**config.mk**
```make
export PLATFORM = sky130hd
export DESIGN_NAME = dmem_arbiter_flat
export DESIGN_NICKNAME = d
export VERILOG_FILES = /design/src/rtl/dmem_arbiter_pkg.sv /design/src/rtl/dmem_arbiter_if.sv /design/src/rtl/dmem_arbiter_sat_counter.sv /design/src/rtl/dmem_arbiter.sv /design/src/flat_wrapper.sv
export SDC_FILE = /design/constraint.sdc
export NUM_CORES = 1
export LEC_CHECK = 0
export BUFFER_PORTS_ARGS = -buffer_cell sky130_fd_sc_hd__buf_2
export CORE_AREA = 2 2 117 119
export DETAILED_ROUTE_END_ITERATION = 16
export DIE_AREA = 0 0 119 121
export SLEW_MARGIN = 30
export SYNTH_ARGS = -nofsm -noshare
export SYNTH_HDL_FRONTEND = slang
export SYNTH_SLANG_ARGS = --single-unit
```
**constraint.sdc**
```tcl
create_clock -name clk -period 4.1 [get_ports clk]
set_input_delay 0.82 -clock clk [delete_from_list [all_inputs] [get_ports clk]]
set_output_delay 0.82 -clock clk [all_outputs]
set_load 0.005 [all_outputs]
```
**src/rtl/dmem_arbiter_pkg.sv**
```systemverilog
// Shared definitions for the data-memory arbiter:
// owner encodings, default limits and counter sizing.
package dmem_arbiter_pkg;

    localparam int MAX_BURST_DEF    = 8;
    localparam int STARVE_LIMIT_DEF = 4;

    typedef enum logic [1:0] {
        IDLE    = 2'd0,
        CPU_OWN = 2'd1,
        DMA_OWN = 2'd2
    } owner_e;

    function automatic int cnt_w(input int max);
        return (max < 1) ? 1 : $clog2(max + 1);
    endfunction

endpackage

```
**src/rtl/dmem_arbiter_if.sv**
```systemverilog
// Bus bundle between the two requesters, the arbiter and dmem.
// slave = arbiter side, master = requester/memory side.
interface dmem_arbiter_if;

    logic        cpu_req;
    logic        cpu_we;
    logic [31:0] cpu_addr;
    logic [31:0] cpu_wd;
    logic        cpu_gnt;
    logic        cpu_stall;
    logic [31:0] cpu_rd;

    logic        dma_req;
    logic        dma_we;
    logic [31:0] dma_addr;
    logic [31:0] dma_wd;
    logic        dma_gnt;
    logic [31:0] dma_rd;

    logic        mem_we;
    logic [31:0] mem_a;
    logic [31:0] mem_wd;
    logic [31:0] mem_rd;

    modport slave (
        input  cpu_req, cpu_we, cpu_addr, cpu_wd,
        input  dma_req, dma_we, dma_addr, dma_wd,
        input  mem_rd,
        output cpu_gnt, cpu_stall, cpu_rd,
        output dma_gnt, dma_rd,
        output mem_we, mem_a, mem_wd
    );

    modport master (
        output cpu_req, cpu_we, cpu_addr, cpu_wd,
        output dma_req, dma_we, dma_addr, dma_wd,
        output mem_rd,
        input  cpu_gnt, cpu_stall, cpu_rd,
        input  dma_gnt, dma_rd,
        input  mem_we, mem_a, mem_wd
    );

endinterface

```
**src/rtl/dmem_arbiter_sat_counter.sv**
```systemverilog
// Saturating up-counter with clear and load-one controls.
// clr wins over load1, load1 wins over inc.
module sat_counter #(
    parameter int WIDTH = 4,
    parameter int MAX   = 8
) (
    input  logic             clk,
    input  logic             reset,
    input  logic             inc,
    input  logic             clr,
    input  logic             load1,
    output logic [WIDTH-1:0] q
);

    localparam logic [WIDTH-1:0] QMAX = WIDTH'(MAX);
    localparam logic [WIDTH-1:0] ONE  = WIDTH'(1);

    always_ff @(posedge clk or posedge reset) begin
        if (reset) begin
            q <= '0;
        end else if (clr) begin
            q <= '0;
        end else if (load1) begin
            q <= ONE;
        end else if (inc && (q != QMAX)) begin
            q <= q + ONE;
        end
    end

endmodule

```
**src/rtl/dmem_arbiter.sv**
```systemverilog
// Single-port dmem arbiter between CPU load/store and DMA.
// Zero-latency grants; DMA bursts are capped, CPU starvation is bounded.
module dmem_arbiter
    import dmem_arbiter_pkg::*;
#(
    parameter int MAX_BURST    = MAX_BURST_DEF,
    parameter int STARVE_LIMIT = STARVE_LIMIT_DEF
) (
    input logic           clk,
    input logic           reset,
    dmem_arbiter_if.slave bus
);

    localparam int BW = cnt_w(MAX_BURST);
    localparam int SW = cnt_w(STARVE_LIMIT);
    localparam logic [BW-1:0] BMAX = BW'(MAX_BURST);
    localparam logic [SW-1:0] SMAX = SW'(STARVE_LIMIT);

    owner_e          owner;
    logic [BW-1:0]   burst_cnt;
    logic [SW-1:0]   starve_cnt;
    logic            cpu_gnt;
    logic            dma_gnt;
    logic            force_dma;
    logic            yield_dma;
    logic            starve_hit;

    assign force_dma = bus.dma_req && (starve_cnt == SMAX);
    assign yield_dma = (burst_cnt == BMAX) && bus.cpu_req;

    always_comb begin
        cpu_gnt = 1'b0;
        dma_gnt = 1'b0;
        case (owner)
            CPU_OWN: begin
                dma_gnt = force_dma || (!bus.cpu_req && bus.dma_req);
                cpu_gnt = !force_dma && bus.cpu_req;
            end
            DMA_OWN: begin
                dma_gnt = bus.dma_req && !yield_dma;
                cpu_gnt = !dma_gnt && bus.cpu_req;
            end
            default: begin
                cpu_gnt = bus.cpu_req;
                dma_gnt = !bus.cpu_req && bus.dma_req;
            end
        endcase
        // Reset kills any grant, so a pending store never reaches dmem.
        if (reset) begin
            cpu_gnt = 1'b0;
            dma_gnt = 1'b0;
        end
    end

    always_ff @(posedge clk or posedge reset) begin
        if (reset) begin
            owner <= IDLE;
        end else if (cpu_gnt) begin
            owner <= CPU_OWN;
        end else if (dma_gnt) begin
            owner <= DMA_OWN;
        end else begin
            owner <= IDLE;
        end
    end

    sat_counter #(
        .WIDTH (BW),
        .MAX   (MAX_BURST)
    ) u_burst (
        .clk   (clk),
        .reset (reset),
        .inc   (dma_gnt && (owner == DMA_OWN)),
        .clr   (!dma_gnt),
        .load1 (dma_gnt && (owner != DMA_OWN)),
        .q     (burst_cnt)
    );

    assign starve_hit = cpu_gnt && bus.dma_req;

    sat_counter #(
        .WIDTH (SW),
        .MAX   (STARVE_LIMIT)
    ) u_starve (
        .clk   (clk),
        .reset (reset),
        .inc   (starve_hit),
        .clr   (!starve_hit),
        .load1 (1'b0),
        .q     (starve_cnt)
    );

    assign bus.cpu_gnt   = cpu_gnt;
    assign bus.dma_gnt   = dma_gnt;
    assign bus.cpu_stall = bus.cpu_req && !cpu_gnt;
    assign bus.mem_a     = dma_gnt ? bus.dma_addr : bus.cpu_addr;
    assign bus.mem_wd    = dma_gnt ? bus.dma_wd : bus.cpu_wd;
    assign bus.mem_we    = (cpu_gnt && bus.cpu_we) || (dma_gnt && bus.dma_we);
    assign bus.cpu_rd    = bus.mem_rd;
    assign bus.dma_rd    = bus.mem_rd;

endmodule

```
**src/flat_wrapper.sv**
```systemverilog
// flat-port wrapper written by rule: the top's interface ports become plain ports
module dmem_arbiter_flat import dmem_arbiter_pkg::*;
#(
    parameter int MAX_BURST    = MAX_BURST_DEF,
    parameter int STARVE_LIMIT = STARVE_LIMIT_DEF
)
  (clk, reset, bus_cpu_req, bus_cpu_we, bus_cpu_addr, bus_cpu_wd, bus_dma_req, bus_dma_we, bus_dma_addr, bus_dma_wd, bus_mem_rd, bus_cpu_gnt, bus_cpu_stall, bus_cpu_rd, bus_dma_gnt, bus_dma_rd, bus_mem_we, bus_mem_a, bus_mem_wd);
  dmem_arbiter_if bus_i ();
  input logic clk;
  input logic reset;
  input wire logic [$bits(bus_i.cpu_req)-1:0] bus_cpu_req;
  input wire logic [$bits(bus_i.cpu_we)-1:0] bus_cpu_we;
  input wire logic [$bits(bus_i.cpu_addr)-1:0] bus_cpu_addr;
  input wire logic [$bits(bus_i.cpu_wd)-1:0] bus_cpu_wd;
  input wire logic [$bits(bus_i.dma_req)-1:0] bus_dma_req;
  input wire logic [$bits(bus_i.dma_we)-1:0] bus_dma_we;
  input wire logic [$bits(bus_i.dma_addr)-1:0] bus_dma_addr;
  input wire logic [$bits(bus_i.dma_wd)-1:0] bus_dma_wd;
  input wire logic [$bits(bus_i.mem_rd)-1:0] bus_mem_rd;
  output wire logic [$bits(bus_i.cpu_gnt)-1:0] bus_cpu_gnt;
  output wire logic [$bits(bus_i.cpu_stall)-1:0] bus_cpu_stall;
  output wire logic [$bits(bus_i.cpu_rd)-1:0] bus_cpu_rd;
  output wire logic [$bits(bus_i.dma_gnt)-1:0] bus_dma_gnt;
  output wire logic [$bits(bus_i.dma_rd)-1:0] bus_dma_rd;
  output wire logic [$bits(bus_i.mem_we)-1:0] bus_mem_we;
  output wire logic [$bits(bus_i.mem_a)-1:0] bus_mem_a;
  output wire logic [$bits(bus_i.mem_wd)-1:0] bus_mem_wd;
  assign bus_i.cpu_req = bus_cpu_req;
  assign bus_i.cpu_we = bus_cpu_we;
  assign bus_i.cpu_addr = bus_cpu_addr;
  assign bus_i.cpu_wd = bus_cpu_wd;
  assign bus_i.dma_req = bus_dma_req;
  assign bus_i.dma_we = bus_dma_we;
  assign bus_i.dma_addr = bus_dma_addr;
  assign bus_i.dma_wd = bus_dma_wd;
  assign bus_i.mem_rd = bus_mem_rd;
  assign bus_cpu_gnt = bus_i.cpu_gnt;
  assign bus_cpu_stall = bus_i.cpu_stall;
  assign bus_cpu_rd = bus_i.cpu_rd;
  assign bus_dma_gnt = bus_i.dma_gnt;
  assign bus_dma_rd = bus_i.dma_rd;
  assign bus_mem_we = bus_i.mem_we;
  assign bus_mem_a = bus_i.mem_a;
  assign bus_mem_wd = bus_i.mem_wd;
  dmem_arbiter #(.MAX_BURST(MAX_BURST), .STARVE_LIMIT(STARVE_LIMIT)) u_core (.clk(clk), .reset(reset), .bus(bus_i));
endmodule
```
==> After elaboration in Yosys (flattened, before gate mapping) <==
Cells that the tools add are included.
{ "word_totals": {"mem_bits_rw": 0, "ff_bits": 9, "inputBits": 166, "out_inout_bits": 132, "latchBits": 0, "wordCells": 48, "mem_bits_ro": 0, "memories": 0} }
{ "op_classes": {"n_reduce_logical": 21, "n_eq_ne": 9, "n_bitwise": 0, "mul": 0, "magnitude_cmp": 0, "n_mux": 13, "addsub": 2, "div_mod_pow": 0, "shifts": 0} }
{ "op_table": {"columns": ["operator", "count"], "rows": [
  ["$mux 32", 2],
  ["$logic_and 1x1->1", 14],
  ["$mux 4", 3],
  ["$mux 3", 2],
  ["$ne 3x3->1 const B", 2],
  ["$logic_not 1->1", 5],
  ["$add 4x1->4 const B", 1],
  ["$eq 4x4->1 const B", 1],
  ["$mux 2", 2],
  ["$ne 4x4->1 const B", 1],
  ["$pmux 1 s2", 2],
  ["$add 3x1->3 const B", 1],
  ["$eq 3x3->1 const B", 1],
  ["$eq 2x1->1 const B", 1],
  ["$eq 2x2->1 const B", 1],
  ["$logic_or 1x1->1", 2],
  ["$mux 1", 2],
  ["$ne 2x1->1 const B", 1],
  ["$ne 2x2->1 const B", 1]
]} }

==> Logic depth before layout (Yosys ltp) <==
{ "depth": {"word_depth": 12, "ltp_mapped": 8, "ltp_nobuf": 7} }

==> Cells and area by module <==
From an unflattened synthesis, not the netlist that was laid out.
{ "unflattened": {"cells_unflattened": 211, "area_unflattened_um2": 1975.6} }
{ "by_module_without_submodules": {"columns": ["mod", "seq_area_each_um2", "cells_per_inst", "area_each_um2", "instances"], "rows": [
  ["dmem_arbiter", 50.0, 167, 1535.2, 1],
  ["sat_counter at u_core.u_burst", 100.1, 26, 245.2, 1],
  ["sat_counter at u_core.u_starve", 75.1, 18, 195.2, 1]
]} }

==> Least setup slack after synthesis <==
OpenSTA, ideal clock, no wires.
{ "synth_timing": {"path_kind": "input to output", "start": "input port bus_dma_req", "end": "output port bus_mem_a[13]", "cell_stages": 5, "required_ps": 3280, "n_path_buf": 1, "slack_ps": 1410, "arrival_time_ps": 1870, "path_cell_list": "nor2b_1 -> and3_4 -> o21ai_4 -> buf_6 -> mux2_2"} }
{ "synth_via": {"elab_chain_cells": 5, "elab_cells_between_ends": 7, "classes_between": "mux (3); reduce/logical (4)"} }
{ "synth_lines": {"columns": ["item", "line", "text"], "rows": [
  ["start, declared", "flat_wrapper.sv:15", "input wire logic [$bits(bus_i.dma_req)-1:0] bus_dma_req;"],
  ["$logic_and 1x1->1, on equally long branches", "dmem_arbiter.sv:28, dmem_arbiter.sv:36, dmem_arbiter.sv:45", null],
  ["$logic_or 1x1->1", "dmem_arbiter.sv:36", "dma_gnt = force_dma || (!bus.cpu_req && bus.dma_req);"],
  ["$pmux 1 s2 *", "dmem_arbiter.sv:34", "case (owner)"],
  ["$mux 1 *", "dmem_arbiter.sv:49", "if (reset) begin"],
  ["$mux 32 *", "dmem_arbiter.sv:96", "assign bus.mem_a = dma_gnt ? bus.dma_addr : bus.cpu_addr;"],
  ["end, declared", "flat_wrapper.sv:26", "output wire logic [$bits(bus_i.mem_a)-1:0] bus_mem_a;"]
]} }
Every way passes the cells marked *; elsewhere a longest branch is shown, timed or not.

==> Final worst setup path <==
{ "layout_timing": {"start": "register u_core.u_starve.q[0]", "end": "output port bus_mem_wd[29]"} }
{ "layout_via": {"elab_chain_cells": 6} }
{ "layout_lines": {"columns": ["item", "line", "text"], "rows": [
  ["start, declared", "dmem_arbiter_sat_counter.sv:12", "output logic [WIDTH-1:0] q"],
  ["start signal, assigned", "dmem_arbiter_sat_counter.sv:26", "q <= q + ONE;"],
  ["$eq 3x3->1", "dmem_arbiter.sv:28", "assign force_dma = bus.dma_req && (starve_cnt == SMAX);"],
  ["$logic_and 1x1->1", "dmem_arbiter.sv:28", null],
  ["$logic_or 1x1->1", "dmem_arbiter.sv:36", null],
  ["$pmux 1 s2", "dmem_arbiter.sv:34", null],
  ["$mux 1", "dmem_arbiter.sv:49", null],
  ["$mux 32", "dmem_arbiter.sv:97", "assign bus.mem_wd = dma_gnt ? bus.dma_wd : bus.cpu_wd;"],
  ["end, declared", "flat_wrapper.sv:27", "output wire logic [$bits(bus_i.mem_wd)-1:0] bus_mem_wd;"]
]} }
No other way between the ends.

==> flow_summary.yaml <==
sta:
  grt_setup_unrepaired: "false"
  fin_setup_tns_ns: 0
  max_slew_margin_pct: 63.9
  period_minus_slack_ns: 3.35
  setup_ws_ns: 0.745
  final_max_slew_viol_count: 0
  period_share_pct: 81.8
  fmaxAchievable_mhz: 298
  tightest_slew_ns: 0.541
  setup_viol_count_final: 0
  skew_ns: 0.000596
  hold_violations: 0
synthesis:
  netlist.area_leader.share_pct: 32.1
  synth.most_common_cell: "buf_4"
  synth-async-reset-ratio_pct: 100
  synth-seq-cells: 9
  synth_top_area_cell: "mux2_2"
  postSynthCellCount: 196
  synth_area_leaders: "mux2_2 (32%), buf_4 (26%), dfrtp_1 (12%)"
  synth_nets: 368
  syn-cell-area_mm2: 0.00186
  synthTopCellsByCount: "buf_4 (64), mux2_2 (53), mux2_1 (11), dfrtp_1 (9), inv_1 (9)"
  synth_edf_count: 0
  ys_seq_area_share_pct: 12.1
  ys_warn_count: 0
  avgSynthCellArea_um2: 9.49
  synthFlopType: "dfrtp_1"
  synth.distinct_cells: 25
floorplanning:
  row_count: 42
  ioPinCount: 298
  start_util_pct: 14.2
  dieArea_mm2: 0.0144
  coreArea_mm2: 0.0131
  die_y_um: 121
  die_w_um: 119
worst_setup_path:
  worstPathMaxFanout: 42
  worstPathRequired_ns: 3.28
  end_kind: "primary output"
  arrival_ns: 2.53
  reg2reg_slack_ns: 2.18
  startpoint_type: "flip-flop"
  path_class: "flip-flop to primary output"
power_and_ir_drop:
  seq_power_share_pct: 19.8
  finalPower_uw: 468
  p_sw_uw: 125
  p_leak_uw: 0.00138
  p_clk_share_pct: 36.4
  swShare_pct: 26.8
  internal-power_uw: 342
  p_per_area_mw_per_mm2: 178
  pwr-share-comb_pct: 43.8
  ir_drop_mv: 0.288
place:
  place_hpwl_um: 6440
  post-place-ws_ns: 0.801
  place.port_buffers: 201
  place.gp.congestion: 0.724
clocking:
  clock-root-buffer: "clkbuf_16"
  postCtsHoldBufs: 0
  postCtsSetupBuffers: 0
  cts_tree: "done"
  clk_latency_ns: 0.23
  clockBufferDepth: 2
  cts_buffers: 3
  cts.repair.resized: 0
  clkSlewWorstSetupHoldPaths_ns: 0.04
  cts.htree.levels: 1
  clock_sinks: 9
flow_run:
  drv_cap: 0
cells_and_area:
  drive_gt1_share_pct: 79.8
  nets: 505
  final_core_util_pct: 20.1
  area_delta_synth_final_pct: 41.1
route:
  vias: 1821
  drcViolationCount: 0
  drt_pre_antenna_iters: 4
  viasPerCell: 3.58
  wire_per_inst_um: 14.1
  drt_iter0_drc: 47
  routed_wl_um: 7170
  drtAntennaViolNets: 0
global_route:
  antenna_found_initial: 1
  grtUsageMet3_pct: 2.49
  grt.met1_usage_pct: 11.2
  busiest_layer: "met2"
  grt_start_max_net_pins: 43
  track_usage_pct: 8.53
  gr-total-overflow: 0
  grt_pass1_vias: 1748
  gr-usage-met2_pct: 13.0
  grt_pass1_wl_um: 9500
hold_path:
  holdCritPathClass: "primary input to async pin"
status:
  status: "complete, no violations"
==> through the flow <==
step | instance area (um^2) | hold WS (ns) | std cells
after floorplan | 1860 | 0.529 | 196
after global routing | 2630 | 0.600 | 509
after detailed placement | 2540 | 0.579 | 504
after global placement | 2540 | 0.562 | 504
final | 2630 | 0.567 | 509
after CTS | 2620 | 0.575 | 508
==> cells by family after synthesis <==
group | synth area share (%)
AND/OR/NAND/NOR | 6.99
AO/OA/AOI/OAI | 4.17
multiplexers | 38.7
buffers and inverters | 32.1
flip-flops | 12.1
adder cells (fa/ha/maj) | 4.03
XOR/XNOR | 1.88
==> cell usage in the layout, fill, tap and decap left out, drive strengths merged, types with 2 or more instances in the layout <==
cell / netlist / layout
inv: 10 / 10
nand2: 5 / 5
a21oi: 3 / 3
nor3: 4 / 4
xnor2: 2 / 2
clkbuf: 0 / 3
nand4b: 2 / 2
xor2: 2 / 2
nor2: 7 / 7
dfrtp: 9 / 9
buf: 71 / 203
nand3: 2 / 2
mux2: 64 / 64
ha: 6 / 6
==> power groups by stage <==
stage | sequential, uW | combinational (uW) | clock [uW]
floorplan | 93.5 | 139 | 0
global placement | 93.8 | 206 | 0
detailed placement | 93.9 | 207 | 0
CTS | 92.7 | 208 | 174
global route | 92.8 | 223 | 179
finish | 92.7 | 205 | 170
==> routing by layer <==
metal	routed length (um)	vias to the layer above	share of wire [%]
met5	0	-	0
met4	142	0	2.0
met3	719	6	10
met2	3190	145	45
met1	3120	792	43
li1	-	878	-
==> path summary, 6_finish.rpt <==
check                                startpoint  cells past startpoint              endpoint
min                                       reset                      2   u_core.u_burst.q[1]
max reg2reg                u_core.u_starve.q[0]                      7   u_core.u_burst.q[3]
min reg2reg                u_core.u_starve.q[1]                      2  u_core.u_starve.q[1]
max in group asynchronous                 reset                      2  u_core.u_starve.q[1]
max                        u_core.u_starve.q[0]                      8        bus_mem_wd[29]
min in group clk           u_core.u_starve.q[1]                      2  u_core.u_starve.q[1]
==> final cells by class <==
class | instances | area, um^2
antenna | 1 | 2.50
clock buffer | 3 | 75.1
clock inverter | 1 | 5.00
fill | 1450 | 10500
inverter | 10 | 37.5
multi-input combinational | 106 | 1040
sequential | 9 | 225
tap | 176 | 220
timing repair buffer | 203 | 1020
==> registers in the layout, summed over array words and instances, names as in the netlist <==
name and count:
u_core.owner 2, u_core.u_starve.q 3, u_core.u_burst.q 4
==> critical path, stage by stage (launching register included) <==
cell,delay [ns]
dfrtp_1,0.38
inv_1,0.06
ha_1,0.25
a21o_1,0.22
and3_4,0.18
o21ai_4,0.12
buf_4,0.45
mux2_2,0.45
buf_2,0.14
(Power assumes the default switching activity.)
